--- config.mk ---
export PLATFORM = sky130hd
export DESIGN_NAME = inst_fetch_queue
export DESIGN_NICKNAME = d
export VERILOG_FILES = /design/src/rtl/inst_fetch_queue.sv
export SDC_FILE = /design/constraint.sdc
export NUM_CORES = 1
export LEC_CHECK = 0
export ABC_AREA = 1
export CAP_MARGIN = 20
export CORE_ASPECT_RATIO = 1.75
export CORE_MARGIN = 3
export CORE_UTILIZATION = 50
export CTS_CLUSTER_DIAMETER = 80
export CTS_CLUSTER_SIZE = 16
export DETAILED_ROUTE_END_ITERATION = 10
export MAX_ROUTING_LAYER = met4
export PLACE_DENSITY = 0.76
export SYNTH_ARGS = -nofsm -noshare
export SYNTH_HDL_FRONTEND = slang
export SYNTH_SLANG_ARGS = --single-unit
--- constraint.sdc ---
create_clock -name clk -period 3.85 [get_ports clk]
set_input_delay 0.5775 -clock clk [delete_from_list [all_inputs] [get_ports clk]]
set_output_delay 0.5775 -clock clk [all_outputs]
set_load 0.03 [all_outputs]
--- src/rtl/inst_fetch_queue.sv ---
// Instruction FIFO between IF and ID: valid/ready on both sides, flush on redirect,
// and a misaligned-fetch (AdEL) tag carried with every stored word.
module inst_fetch_queue #(
  parameter int DEPTH = 4,
  parameter int AW    = 2
) (
  input  logic          clk,
  input  logic          rst,
  input  logic          in_valid,
  input  logic [31:0]   in_pc,
  input  logic [31:0]   in_inst,
  output logic          in_ready,
  input  logic          flush,
  output logic          out_valid,
  output logic [31:0]   out_pc,
  output logic [31:0]   out_inst,
  output logic          out_adel,
  input  logic          out_ready,
  output logic [AW:0]   count
);

  if (DEPTH < 2 || DEPTH > 16 || DEPTH != (1 << AW)) begin : g_bad_param
    $error("inst_fetch_queue: DEPTH must be a power of two in 2..16 with AW = log2(DEPTH)");
  end

  typedef struct packed {
    logic [31:0] pc;
    logic [31:0] inst;
    logic        adel;
  } entry_t;

  localparam logic [AW:0] FULL_COUNT = (AW + 1)'(DEPTH);

  entry_t        mem [DEPTH];
  logic [AW-1:0] wr_ptr;
  logic [AW-1:0] rd_ptr;
  logic [AW:0]   count_q;
  logic          push;
  logic          pop;
  entry_t        head;

  // Ready/valid come from registered occupancy only, so ID never reaches IF combinationally.
  assign in_ready  = (count_q != FULL_COUNT);
  assign out_valid = (count_q != '0);
  assign push      = in_valid && in_ready;
  assign pop       = out_valid && out_ready;
  assign count     = count_q;

  // NOTE: sequential state uses non-blocking assignments so every register samples
  // pre-edge values regardless of block ordering.
  always_ff @(posedge clk or posedge rst) begin
    if (rst) begin
      wr_ptr  <= '0;
      rd_ptr  <= '0;
      count_q <= '0;
    end else if (flush) begin
      wr_ptr  <= '0;
      rd_ptr  <= '0;
      count_q <= '0;
    end else begin
      if (push) wr_ptr <= wr_ptr + 1'b1;
      if (pop)  rd_ptr <= rd_ptr + 1'b1;
      case ({push, pop})
        2'b10:   count_q <= count_q + 1'b1;
        2'b01:   count_q <= count_q - 1'b1;
        default: count_q <= count_q;
      endcase
    end
  end

  // NOTE: storage is deliberately left out of reset; the pointers and count define
  // which entries are live and the head outputs are masked when the queue is empty.
  always_ff @(posedge clk) begin
    if (push && !flush) begin
      mem[wr_ptr] <= '{pc: in_pc, inst: in_inst, adel: (in_pc[1:0] != 2'b00)};
    end
  end

  // NOTE: every signal assigned here gets a default first so no latch is inferred.
  always_comb begin
    head     = mem[rd_ptr];
    out_pc   = '0;
    out_inst = '0;
    out_adel = 1'b0;
    if (out_valid) begin
      out_pc   = head.pc;
      out_adel = head.adel;
      // A misaligned fetch decodes as NOP so ID raises only the address error.
      out_inst = head.adel ? 32'h0 : head.inst;
    end
  end

  a_count_bound : assert property (@(posedge clk) disable iff (rst) count_q <= FULL_COUNT)
    else $error("inst_fetch_queue: count exceeded DEPTH");

endmodule

# Yosys cells after proc, flatten, opt, wreduce, memory -nomap -nowiden
# Memory sizes are Yosys's and may differ from the RTL's.
# Index checks and enable logic that the tools add are counted.
totals:
  output_inout_bits: 70
  in_bits: 69
  mem_bits_rw: 260
  word_cells: 32
  mem_count: 1
  register_bits: 7
mem_list:
  columns: ["name", "depth", "word_bits", "read_ports", "rd_ports_with_merged_regs", "wr", "line", "text"]
  rows:
  - ["mem", 4, 65, 1, 0, 1, "34", "entry_t mem [DEPTH];"]
op_classes:
  addsub: 4
  n_eq_ne: 3
  reduce_logical: 9
  n_mux: 12
op_table:
  columns: ["op", "count"]
  rows:
  - ["$mux W32", 3]
  - ["$mux W2", 4]
  - ["$pmux W3 S2", 1]
  - ["$reduce_bool A2 Y1", 3]
  - ["$reduce_bool A3 Y1", 2]
  - ["$add A2 B1 Y2 const B", 2]
  - ["$add A3 B1 Y3 const B", 1]
  - ["$logic_and A1 B1 Y1", 3]
  - ["$mux W1", 3]
  - ["$mux W3", 1]
  - ["$ne A3 B3 Y1 const B", 1]
  - ["$sub A3 B1 Y3 const B", 1]
  - ["$eq A2 B1 Y1 const B", 1]
  - ["$eq A2 B2 Y1 const B", 1]
  - ["$logic_not A1 Y1", 1]

# Depth between registers and ports, before layout
depth:
  word_depth: 5
  mapped_depth: 12
  depth_no_buf: 12

# Least setup slack after synthesis
# OpenSTA, ideal clock, no wires.
synth_path:
  kind: "flip-flop to flip-flop"
  startpoint: "register count_q[0], in the netlist count[0]"
  endpoint: "memory mem[0][0] in the netlist's numbering (enable)"
  setup_ns: 0.488
  synth_period_minus_slack_ns: 4.512
  arrival_time_ns: 4.023
  path_buffers: 0
  stages_incl_launch_ff: 7
  path_slack_ns: -0.662
  required_ns: 3.362
  cell_sequence: "dfrtp_1 -> nor2_1 -> nand2_1 -> nand2_1 -> inv_1 -> nand2_1 -> nor2_1"
synth_via:
  elab_chain_len: 5
synth_lines:
  columns: ["element", "line", "text"]
  rows:
  - ["start, declared", "37", "logic [AW:0] count_q;"]
  - ["start signal, assigned", "64", "2'b10: count_q <= count_q + 1'b1;"]
  - ["start signal, assigned", "65", "2'b01: count_q <= count_q - 1'b1;"]
  - ["start signal, assigned", "66", "default: count_q <= count_q;"]
  - ["$ne A3 B3 Y1", "43", "assign in_ready = (count_q != FULL_COUNT);"]
  - ["net in_ready", "12", "output logic in_ready,"]
  - ["$logic_and A1 B1 Y1", "45", "assign push = in_valid && in_ready;"]
  - ["$logic_and A1 B1 Y1", "74", "if (push && !flush) begin"]
  - ["$mux W1", "74", null]
  - ["$mux W1 (not written as such)", "75", "mem[wr_ptr] <= '{pc: in_pc, inst: in_inst, adel: (in_pc[1:0] != 2'b00)};"]
  - ["end, declared", "34", null]
# The timed path passes the listed nets, and every way through them passes these cells.

# Worst setup path after layout
layout_path:
  startpoint: "register rd_ptr[0]"
  endpoint: "output out_pc[24]"
layout_via:
  elab_chain_len: 2
layout_lines:
  columns: ["element", "line", "text"]
  rows:
  - ["start, declared", "36", "logic [AW-1:0] rd_ptr;"]
  - ["start signal, assigned", "62", "if (pop) rd_ptr <= rd_ptr + 1'b1;"]
  - ["$mem_v2 Z4 W65", null, null]
  - ["$mux W32", "85", "if (out_valid) begin"]
  - ["end, declared", "15", "output logic [31:0] out_pc,"]
# No other way between the ends.

==> run summary <==
Crit path max fanout - 64
Most numerous cell in the Yosys netlist - edfxtp_1
Grt ovf - 0
Syn-to-layout area delta - 20.5%
Clock sink total - 267
Switching share of power - 0.358
Post-place instance area - 12100 um2
Hold WC Path Type - input pin to async pin
CP dominant cell by count - nor2_1
Antenna Nets Post-Route - 0
Final Cell Area - 12700 um2
Static leakage - 4.50 nW
Arrival @ worst endpoint - 2.97 ns
MaxCap Viol Count - 0
CTS Hold Bufs - 0
H-tree lvl count - 1
Initial core utilization - 0.513
Resized cells post-CTS - 0
Gp weighted congestion - 0.792
Placeable Area - 20500 um2
CTS buffer count - 20
Fin crit period - 3.55 ns
Setup violators final - 0
CTS tree - done
Power Total - 8.45 mW
1st-iter DRT viols - 478
Die ar. - 22900 um2
DR vias - 6710
Worst path max stage delay - 0.71 ns
Postcts setup bufs - 0
WL/cell - 18.4 um
Critical path startpoint category - flip-flop
Die Span X - 116 um
Post-synth EDFFs - 260
Post-DP HPWL - 13700 um
GRT Util Overall - 0.200
Initial antenna violation count - 1
Part of the cycle the worst path needs - 0.922
Worst setup path start - rd_ptr[0]$_DFFE_PP0P_
Sequential share of power - 0.408
Final wirelength - 22500 um
FP Rows - 69
Relative slew slack - 0.521
Clock-pin slew on the worst setup and hold paths - 0.07 ns
Count of cell types in the netlist - 24
Hold Fails Final Rpt - 0
Least-Margin Pin Slew - 0.719 ns
Clk buf depth - 3
Psw - 3.03 mW
Pwr dens - 666 nW/um2
Synth area leaders - edfxtp_1, nor2_1, o21ai_0, o22ai_1, a21oi_1
Ys flop type - edfxtp_1
Proportion of layout cells with a drive suffix above 1 - 0.0880
Clock power share - 0.227
Slowest CP cell - clkdlybuf4s50_1
Clock Latency Late Sink - 0.49 ns
Worst R2R Start - count[0]$_DFFE_PP0P_
Cell Area, Synth - 10500 um2
Status - finished, final reports clean
Fmax achieved - 282 MHz
Pint - 5.42 mW
Grt met2 use - 0.351
Post-Syn Area per Cell - 12.7 um2
Port bufs - 138
Clock root buffer master - clkbuf_16
Pins Over Slew Limit - 0
Worst EP required - 3.27 ns
Top-level port count - 139
Count of warnings emitted by yosys - 0
Die height - 198 um
Met1 Resource Use GR - 0.235
Gate Count Post-Synth - 830
GR peak layer - met2
Unrepaired setup endpoints after global routing - no
DRC Markers - 0
Worst-path cell chain - buf_4 -> nor2_1 -> nor2_1 -> o21ai_0 -> a21oi_1 -> clkdlybuf4s50_1
CP endpoint kind - primary output
Area leader, netlist - edfxtp_1
Via count of the first global-routing pass - 6644
GR Util met3 - 0.0217
Clk_skew - 0.0107 ns
DR pass1 iterations - 5
Largest net degree at the start of global routing - 65
Fin nets - 1037
Mapped Nets - 904
Share of the synthesized area in the top cell type - 0.741
Crit path kind - flip-flop to primary output
Async SR Flop Fraction - 0.0262
Seq/Total Area, Yosys - 0.758
Seq cells post-synth - 267
Max IR drop VDD - 0.000491 V
Comb pwr share - 0.366
Number of vias per cell - 5.47
Top cells by count, synth - edfxtp_1, nor2_1, o21ai_0
First-pass GRT wire length - 34200 um
Setup TNS - 0 ns
==> worst paths after layout <==
check | end | slack, ns | depth (start not counted)
worst min register to register | count[0]$_DFFE_PP0P_ | 0.59 | 2
worst max-delay path | out_pc[24] | 0.30 | 6
max in group asynchronous | rd_ptr[0]$_DFFE_PP0P_ | 3.20 | 2
worst min-delay path | wr_ptr[1]$_DFFE_PP0P_ | 0.39 | 2
min in group clk | count[0]$_DFFE_PP0P_ | 0.59 | 2
worst max register to register | mem[1][52]$_DFFE_PP_ | 1.52 | 7
==> per-layer routing <==
metal | share of wire | wire [um] | up-vias
li1 | - | - | 3201
met1 | 0.38 | 8520 | 3267
met2 | 0.55 | 12300 | 204
met3 | 0.049 | 1100 | 38
met4 | 0.027 | 601 | 0
met5 | 0 | 0 | -
==> power by group through the flow <==
stage | Combinational [mW] | Sequential, mW | Clock (mW)
finish | 3.09 | 3.44 | 1.91
global route | 3.34 | 3.46 | 2.07
CTS | 3.12 | 3.44 | 1.97
detailed placement | 3.11 | 3.51 | 0
global placement | 3.07 | 3.50 | 0
floorplan | 1.94 | 3.50 | 0
==> critical path, delay by kind of cell, from the launching register on <==
family	cells	cell delay [ns]
flip-flops	1	0.62
buffers and inverters	2	1.29
AND/OR/NAND/NOR	2	0.22
AO/OA/AOI/OAI	2	0.30
==> flip-flops by register name (all words and copies together), names as in the netlist <==
register,flops
rd_ptr,2
mem,260
count,3
wr_ptr,2
==> final cells by class <==
type	count	area, um2
Antenna cell	1	2.50
Tap cell	248	310
Multi-Input combinational cell	467	2150
Fill cell	1579	7860
Clock buffer	35	578
Inverter	48	181
Clock inverter	1	7.51
Timing Repair Buffer	159	1470
Sequential cell	267	7990
==> kinds of logic (layout without fill, tap and decap cells) <==
group	after synthesis	count (layout)	share of synthesized area
AOI/OAI and AO/OA	201	201	0.0998
and+or+nand+nor	260	260	0.0941
buffers and inverters	96	243	0.0406
adders and majority gates	5	5	0.00665
DFF	267	267	0.758
xor gates and xnor gates	1	1	0.000832
other	0	1	0
==> cells in the final DEF (no fill, tap or decap), drive strengths merged <==
cell | Yosys | layout
nand2 | 20 | 20
inv | 47 | 46
a21oi | 35 | 35
ha | 4 | 4
fa | 1 | 1
clkinvlp | 0 | 1
edfxtp | 260 | 260
o22ai | 32 | 32
buf | 26 | 53
nand3 | 5 | 5
clkdlybuf4s50 | 0 | 106
or2 | 1 | 1
nor2 | 233 | 233
dfrtp | 7 | 7
clkbuf | 22 | 35
nand3b | 1 | 1
clkinv | 1 | 2
o22a | 1 | 1
diode | 0 | 1
o21ai | 133 | 133
xnor2 | 1 | 1
==> per-stage QoR <==
stage	setup slack (ns)	instances	hold WS, ns	util
CTS	0.287	1225	0.379	0.617
global route	0.107	1226	0.402	0.618
finish	0.301	1226	0.388	0.618
global placement	0.822	1189	0.548	0.589
detailed placement	0.801	1189	0.575	0.589
floorplan	-0.662	830	0.381	-
Note: power is estimated with default switching activity, not from simulation.
